$ cat config.mk
export PLATFORM = sky130hd
export DESIGN_NAME = rggen_indirect_access_sequencer
export DESIGN_NICKNAME = d
export VERILOG_FILES = /design/src/rtl/rggen_indirect_access_pkg.sv /design/src/rtl/rggen_indirect_access_sequencer.sv
export SDC_FILE = /design/constraint.sdc
export NUM_CORES = 1
export LEC_CHECK = 0
export BUFFER_PORTS_ARGS = -buffer_cell sky130_fd_sc_hd__clkbuf_2
export CAP_MARGIN = 0
export CORE_ASPECT_RATIO = 1.75
export CORE_UTILIZATION = 43
export DETAILED_ROUTE_END_ITERATION = 7
export GPL_TIMING_DRIVEN = 0
export PLACE_DENSITY = 0.77
export RECOVER_POWER = 100
export SYNTH_ARGS = -nofsm -noshare
export SYNTH_HDL_FRONTEND = slang
export SYNTH_SLANG_ARGS = --single-unit
$ cat constraint.sdc
create_clock -name clk -period 1.7 [get_ports clk]
set_clock_uncertainty 0.05 [all_clocks]
set_input_delay 0.255 -clock clk [delete_from_list [all_inputs] [get_ports clk]]
set_output_delay 0.255 -clock clk [all_outputs]
set_load 0.01 [all_outputs]
$ cat src/rtl/rggen_indirect_access_pkg.sv
// Shared FSM state type for the indirect access sequencer.
// Latency: n/a (type definitions only).
// Backpressure: n/a.
package rggen_indirect_access_pkg;

  // Sequencer phases: wait for request, write index register,
  // access data register, present response.
  typedef enum logic [1:0] {
    ST_IDLE  = 2'd0,
    ST_INDEX = 2'd1,
    ST_DATA  = 2'd2,
    ST_RESP  = 2'd3
  } state_e;

endpackage

$ cat src/rtl/rggen_indirect_access_sequencer.sv
// Turns one indexed request into an index-register write plus a data-register access, skipping the index write on a cache hit.
// Latency: response 3 cycles after accept on a miss, 2 on a hit, with zero-wait bus acks.
// Backpressure: one request in flight; o_req_ready only in IDLE, bus held until ack, response held until i_rsp_ready.
module rggen_indirect_access_sequencer
  import rggen_indirect_access_pkg::*;
#(
  parameter int                     ADDRESS_WIDTH = 16,
  parameter int                     DATA_WIDTH    = 32,
  parameter int                     INDEX_WIDTH   = 8,
  parameter logic [ADDRESS_WIDTH-1:0] INDEX_ADDRESS = '0,
  parameter logic [ADDRESS_WIDTH-1:0] DATA_ADDRESS  = '0
) (
  input  logic                     clk,
  input  logic                     rst_n,
  input  logic                     i_req_valid,
  output logic                     o_req_ready,
  input  logic                     i_req_write,
  input  logic [INDEX_WIDTH-1:0]   i_req_index,
  input  logic [DATA_WIDTH-1:0]    i_req_data,
  output logic                     o_rsp_valid,
  input  logic                     i_rsp_ready,
  output logic [DATA_WIDTH-1:0]    o_rsp_data,
  output logic                     o_rsp_error,
  output logic                     o_bus_valid,
  output logic                     o_bus_write,
  output logic [ADDRESS_WIDTH-1:0] o_bus_address,
  output logic [DATA_WIDTH-1:0]    o_bus_write_data,
  input  logic                     i_bus_ack,
  input  logic                     i_bus_error,
  input  logic [DATA_WIDTH-1:0]    i_bus_read_data,
  input  logic                     i_cache_clear
);

  state_e                   state;
  logic                     req_write;
  logic [INDEX_WIDTH-1:0]   req_index;
  logic [DATA_WIDTH-1:0]    req_data;
  logic [DATA_WIDTH-1:0]    rsp_data;
  logic                     rsp_error;
  logic                     cache_valid;
  logic [INDEX_WIDTH-1:0]   cached_index;
  logic                     req_accept;
  logic                     cache_hit;
  logic                     index_ack_ok;
  logic                     bus_ack_err;
  logic [DATA_WIDTH-1:0]    index_ext;

  assign req_accept   = i_req_valid && (state == ST_IDLE);
  assign cache_hit    = cache_valid && (cached_index == i_req_index);
  assign index_ack_ok = (state == ST_INDEX) && i_bus_ack && !i_bus_error;
  assign bus_ack_err  = ((state == ST_INDEX) || (state == ST_DATA)) && i_bus_ack && i_bus_error;

  // Ready is gated by reset so it reads 0 while rst_n is held low.
  assign o_req_ready = rst_n && (state == ST_IDLE);
  assign o_rsp_valid = (state == ST_RESP);
  assign o_rsp_data  = rsp_data;
  assign o_rsp_error = rsp_error;

  // Zero-extend the captured index onto the data bus.
  always_comb begin
    index_ext                  = '0;
    index_ext[INDEX_WIDTH-1:0] = req_index;
  end

  // Bus outputs decode purely from state and captured registers, so they stay stable until ack.
  always_comb begin
    o_bus_valid      = 1'b0;
    o_bus_write      = 1'b0;
    o_bus_address    = '0;
    o_bus_write_data = '0;
    case (state)
      ST_INDEX: begin
        o_bus_valid      = 1'b1;
        o_bus_write      = 1'b1;
        o_bus_address    = INDEX_ADDRESS;
        o_bus_write_data = index_ext;
      end
      ST_DATA: begin
        o_bus_valid      = 1'b1;
        o_bus_write      = req_write;
        o_bus_address    = DATA_ADDRESS;
        o_bus_write_data = req_data;
      end
      default: ;
    endcase
  end

  // Sequencer FSM plus request capture and response capture.
  always_ff @(posedge clk or negedge rst_n) begin
    if (!rst_n) begin
      state     <= ST_IDLE;
      req_write <= 1'b0;
      req_index <= '0;
      req_data  <= '0;
      rsp_data  <= '0;
      rsp_error <= 1'b0;
    end else begin
      case (state)
        ST_IDLE: begin
          if (req_accept) begin
            req_write <= i_req_write;
            req_index <= i_req_index;
            req_data  <= i_req_data;
            state     <= cache_hit ? ST_DATA : ST_INDEX;
          end
        end
        ST_INDEX: begin
          if (i_bus_ack) begin
            if (i_bus_error) begin
              rsp_data  <= '0;
              rsp_error <= 1'b1;
              state     <= ST_RESP;
            end else begin
              state     <= ST_DATA;
            end
          end
        end
        ST_DATA: begin
          if (i_bus_ack) begin
            rsp_data  <= req_write ? '0 : i_bus_read_data;
            rsp_error <= i_bus_error;
            state     <= ST_RESP;
          end
        end
        default: begin
          if (i_rsp_ready) begin
            state <= ST_IDLE;
          end
        end
      endcase
    end
  end

  // Index cache: an external clear beats a fill on the same cycle; any bus error invalidates.
  always_ff @(posedge clk or negedge rst_n) begin
    if (!rst_n) begin
      cache_valid <= 1'b0;
    end else if (i_cache_clear) begin
      cache_valid <= 1'b0;
    end else if (index_ack_ok) begin
      cache_valid <= 1'b1;
    end else if (bus_ack_err) begin
      cache_valid <= 1'b0;
    end
  end

  // Remember which index the hardware index register currently holds.
  always_ff @(posedge clk or negedge rst_n) begin
    if (!rst_n) begin
      cached_index <= '0;
    end else if (index_ack_ok) begin
      cached_index <= req_index;
    end
  end

endmodule

== Yosys cells after proc, flatten, opt, wreduce, memory -nomap -nowiden ==
Index checks and enable logic that the tools add are counted.

* Register bits after elaboration: 85
* Bits in latches: 0
* RAM bits: 0
* Bits in read-only memories: 0
* Input bits: 80
* Output and inout bits: 85
* Logic and storage cells: 55
* Memories kept: 0

* $add $sub $neg: 0
* Multipliers: 0
* Div/mod/pow operators: 0
* Magnitude comparators: 0
* Equal/unequal tests: 8
* Shift-type cells: 0
* Multiplexer cells: 22
* Bitwise gates (word level): 0
* Reductions and logical operators: 17

{| class="wikitable"
|+ Operators with widths
! kind !! number
|-
| 32-bit two-way mux || 4
|-
| 32-bit one-hot mux with 2 select lines || 2
|-
| 2-bit two-way mux || 5
|-
| 8-bit == test || 1
|-
| 1-bit two-way mux || 8
|-
| 2-bit inequality test (second input constant) || 4
|-
| 4-bit AND reduction || 2
|-
| 1-bit logical AND || 7
|-
| 2-bit one-hot mux with 3 select lines || 1
|-
| 2-bit == test (second input constant) || 2
|-
| 1-bit one-hot mux with 2 select lines || 2
|-
| 4-bit nonzero test || 1
|-
| 3-bit nonzero test || 1
|-
| 2-bit by 1-bit == test with 1-bit output (second input constant) || 1
|-
| 2-bit zero test || 1
|-
| 2-bit AND reduction || 1
|-
| 2-bit nonzero test || 1
|-
| 2-bit OR reduction || 1
|-
| 1-bit zero test || 1
|-
| 1-bit logical OR || 1
|}

== Logic depth before layout (Yosys ltp) ==
* Word-level depth: 7
* Mapped depth: 8
* Depth with buffers taken out: 6

== Worst setup path after synthesis ==
No wires, ideal clock.

* Path type: register to register
* Start: register state[0]
* End: register state[0]
* Library setup time: 0.118 ns
* Data arrival time: 1.564 ns
* Data required time: 1.532 ns
* Slack: -0.033 ns
* Stages on the path, launching flop included: 7
* Path buffers: 0
* Clock period less this slack: 1.733 ns
* Path through: dfrtp_1 inv_1 ha_1 o21bai_1 a2bb2o_4 mux2_2 a21o_1

* Cells in the longest elaborated chain, start to end: 4
* Elaborated cells between the ends (all ways): 10
* Classes of those cells: eq/ne (5); mux (1); reduce/logical (4)

{| class="wikitable"
|+ RTL lines
! item !! line !! source
|-
| start, declared || rggen_indirect_access_sequencer.sv:34 || <nowiki>state_e state;</nowiki>
|-
| start signal, assigned || rggen_indirect_access_sequencer.sv:104 || <nowiki>state <= cache_hit ? ST_DATA : ST_INDEX;</nowiki>
|-
| 2-bit zero test || rggen_indirect_access_sequencer.sv:48, rggen_indirect_access_sequencer.sv:98 ||
|-
| 1-bit logical AND || rggen_indirect_access_sequencer.sv:48 || <nowiki>assign req_accept = i_req_valid && (state == ST_IDLE);</nowiki>
|-
| 2-bit inequality test (no source line) || - ||
|-
| 4-bit AND reduction (no source line) || - ||
|}

Several ways; a longest one is shown, not always the timed one.
A chain may end at the register's enable or synchronous reset.

== Worst setup path in the final report ==
* Start: register state[0]
* End: output o_bus_write_data[8]

* Cells in the longest elaborated chain, start to end: 2
* Elaborated cells between the ends (all ways): 3
* Classes of those cells: eq/ne (2); mux (1)

{| class="wikitable"
|+ RTL lines
! item !! line !! source
|-
| 2-bit == test / 2-bit by 1-bit == test with 1-bit output (equally long branches) || rggen_indirect_access_sequencer.sv:71 || <nowiki>case (state)</nowiki>
|-
| 32-bit one-hot mux with 2 select lines * || rggen_indirect_access_sequencer.sv:71 ||
|-
| end, declared || rggen_indirect_access_sequencer.sv:27 || <nowiki>output logic [DATA_WIDTH-1:0] o_bus_write_data,</nowiki>
|}

Mark *: on every way between the ends. The rest lies on a longest branch, timed or not.

==> key figures <==
Setup path
  – CP dominant cell by count: buf_8
  – Type of origin of the critical path: flop
  – Crit Path Max Fanout: 7
  – Worst setup EP type: primary output
  – Crit-path cells: inv_4 -> ha_4 -> buf_8 -> buf_8 -> buf_12 -> and2_4 -> buf_6
  – Critical Path Max Stage Delay: 0.43 ns
  – Data arrival, critical path: 1.63 ns
  – Slowest cell on the critical path: dfrtp_2
  – WS Path Type: flop to primary output
  – CP Data Required Time: 1.39 ns

Clock tree
  – TritonCTS Buffers: 9
  – Clk buf depth: 2
  – Root buffer cell: clkbuf_16
  – Clock Pin Slew Worst Setup and Hold Paths: about 0.060 ns
  – Clock sinks: 85
  – H-tree depth: 3
  – Worst-Skew Late Latency: 0.33 ns
  – CTS tree: yes

Timing
  – WHS: 0.0425 ns
  – Max Clock Freq: 0.518 GHz
  – Final hold vios: 0
  – Setup ws final: -0.232 ns
  – Slew Viols, Final: 0
  – RSZ-0062 raised after global routing: yes
  – Slew HR: about a third
  – Final setup viols: between 60 and 70
  – Final min period: between 1.5 and 2 ns
  – Worst slew pin tran: 1.02 ns
  – Post-route clock period utilization: 114%

Synthesis
  – Most numerous cell in the Yosys netlist: dfrtp_1
  – Synth cell types: 33
  – Avg Cell Area, Syn: 11.0 sq um
  – Register area share after synthesis: a little over half
  – Ys Warns: 0
  – Dominant cell type by area after synthesis: dfrtp_1
  – Synthesized area: about 4000 sq um
  – Ys async rst share: 100%
  – Post-synth EDFFs: 0
  – Seq cells post-synth: 85
  – Synth cell count leaders: 85 x dfrtp_1, 65 x nand2_1, 51 x mux2_2
  – Ys flop type: dfrtp_1
  – Share of the synthesized area in the top cell type: about 54%
  – Synth top area cells: dfrtp_1 54%, mux2_2 15%, nand2_1 6.2%, buf_4 4.0%, and2_1 4.0%
  – Syn Inst Count: ~360

Route
  – Met3 WL: about 470 microns
  – Final ANT Viol Nets: 0
  – WL final: around 10000 microns
  – Top Layer Used: met4
  – DR WL met2: 5690 microns
  – Vias per cell: about 4.8
  – Drt initial violations: 90
  – DRC errors left: 0
  – Routed len/inst: 15.0 microns
  – Pre-antenna DRT Iters: 4
  – Post-Route M1 WL: 3850 microns
  – DR vias: 3270

Final layout
  – ANT cells: 0
  – Share of cells above drive strength 1: 52.7%
  – Fillers: 680
  – Synth-to-Final Area Change: 52.6%
  – Nets@finish: 646

Die
  – Die W: 74.3 microns
  – Die ar.: 9540 sq um
  – Core ar.: 8780 sq um
  – Chip Height: 128 microns
  – Initial Util: 44.8%
  – Top-Level Pins: 165
  – # rows: 45

Placement
  – Port bufs: 147
  – Gp weighted congestion: around 0.8
  – Dpl hpwl: 6980 microns
  – Post-place setup slack: -0.295 ns

Power and ir drop
  – Peak VDD IR: 0.983 mV
  – Leakage: 2.86 nW
  – Pwr/cell area: 1940 nW/um^2

Outcome
  – Outcome: finished with violations
  – Failing checks: negative setup slack

Global routing
  – Largest net degree at the start of global routing: 46
  – Global-route wire length before repair: 15800 microns
  – Global route total overflow: 0
  – Vias in the first global route: about 3400
  – Initial antenna violation count: 0
  – All-Layer GR Usage: ~22%

Job
  – Max Cap Viol: 0

Hold path
  – HP Class: input port to asynchronous set/reset pin
[layout make-up]
| type | count | area, sq um | share of cell area, % |
|---|---|---|---|
| clock buffer | 10 | 239 | 3.98 |
| clock inverter | 6 | 158 | 2.63 |
| multi-input combinational | 248 | 1860 | 31.1 |
| inverter | 3 | 16.3 | 0.271 |
| buffer | 37 | 374 | 6.24 |
| timing repair buffer | 178 | 1070 | 17.9 |
| tap | 117 | 146 | 2.44 |
| sequential | 85 | 2130 | 35.5 |
[cell families after synthesis]
logic type	Yosys count	share of synthesized area [%]
AND/OR/NAND/NOR	116	14.0
flip-flops	85	54.1
multiplexers	52	14.9
AO/OA/AOI/OAI	50	7.42
buffers and inverters	41	6.49
XOR/XNOR	8	1.78
adder cells (fa/ha/maj)	4	1.27
other	1	0.0954
[sequential cells by signal, summed over array words and instances (netlist names)]
name,count
cache_valid,1
cached_index,8
o_rsp_data,32
o_rsp_error,1
req_data,32
req_index,8
req_write,1
state,2
[final timing paths]
path | from | to | slack (ns) | depth (start not counted)
max in group asynchronous | rst_n | o_rsp_data[8]$_DFFE_PN0P_ | 0.30 | 2
max reg2reg | state[1]$_DFFE_PN0P_ | state[1]$_DFFE_PN0P_ | -0.17 | 8
min reg2reg | o_rsp_data[0]$_DFFE_PN0P_ | o_rsp_data[0]$_DFFE_PN0P_ | 0.43 | 2
min | rst_n | req_index[1]$_DFFE_PN0P_ | 0.04 | 1
max | state[0]$_DFFE_PN0P_ | o_bus_write_data[8] | -0.23 | 7
min in group clk | i_cache_clear | cache_valid$_DFFE_PN0P_ | 0.06 | 2
[cell usage in the layout (no fill, tap or decap), drive strengths merged, types with 3 or more instances in the layout]
cell	Yosys	layout
nand2	67	69
inv	3	3
nor2	7	7
xor2	7	7
dfrtp	85	85
buf	32	71
conb	1	16
a21oi	5	5
nor2b	11	11
a22oi	8	8
bufinv	0	5
and2	25	25
o21ai	33	33
ha	4	4
clkbuf	6	154
mux2	51	51
[worst max-delay path, delay by kind of cell (launching register included)]
kind          cells  cell delay, ns
buf+inv           5            0.55
fa+ha+maj         1            0.17
flops             1            0.43
simple gates      1            0.13
[metrics by stage]
step | TNS (ns) | total power [W] | cell area (sq um) | cells | utilization (%)
finish | -8.49 | 0.0117 | 6000 | 684 | 68.3
global route | -12.84 | 0.0124 | 6000 | 684 | 68.3
CTS | -11.52 | 0.0112 | 5790 | 677 | 65.9
detailed placement | -13.42 | 0.00751 | 4900 | 637 | 55.8
global placement | -59.63 | 0.00731 | 4880 | 636 | 55.6
floorplan | 0 | 0.00606 | 4000 | 372 | -
[what timing repair did]
item,4_1_cts,5_1_grt
endpoints found under the hold margin,40,40
setup endpoints to repair,84,116
pin swaps,4,5
gates cloned,9,2
gates resized for setup,72,90
buffers inserted,15,7
[layer usage]
metal  track usage, %  vias up
li1                 -     1570
met1             24.4     1561
met2             39.6      119
met3             4.15       20
met4             10.5        0
met5                0        -
[where the power goes]
| part | switching [W] | total [W] | leakage, nW | internal (W) |
|---|---|---|---|---|
| Clock | 0.000779 | 0.00255 | 0.189 | 0.00177 |
| Sequential | 0.000592 | 0.00356 | 1.07 | 0.00297 |
| Combinational | 0.00254 | 0.00556 | 1.60 | 0.00302 |
| Total | 0.00391 | 0.0117 | 2.86 | 0.00776 |
(Power assumes the default switching activity.)
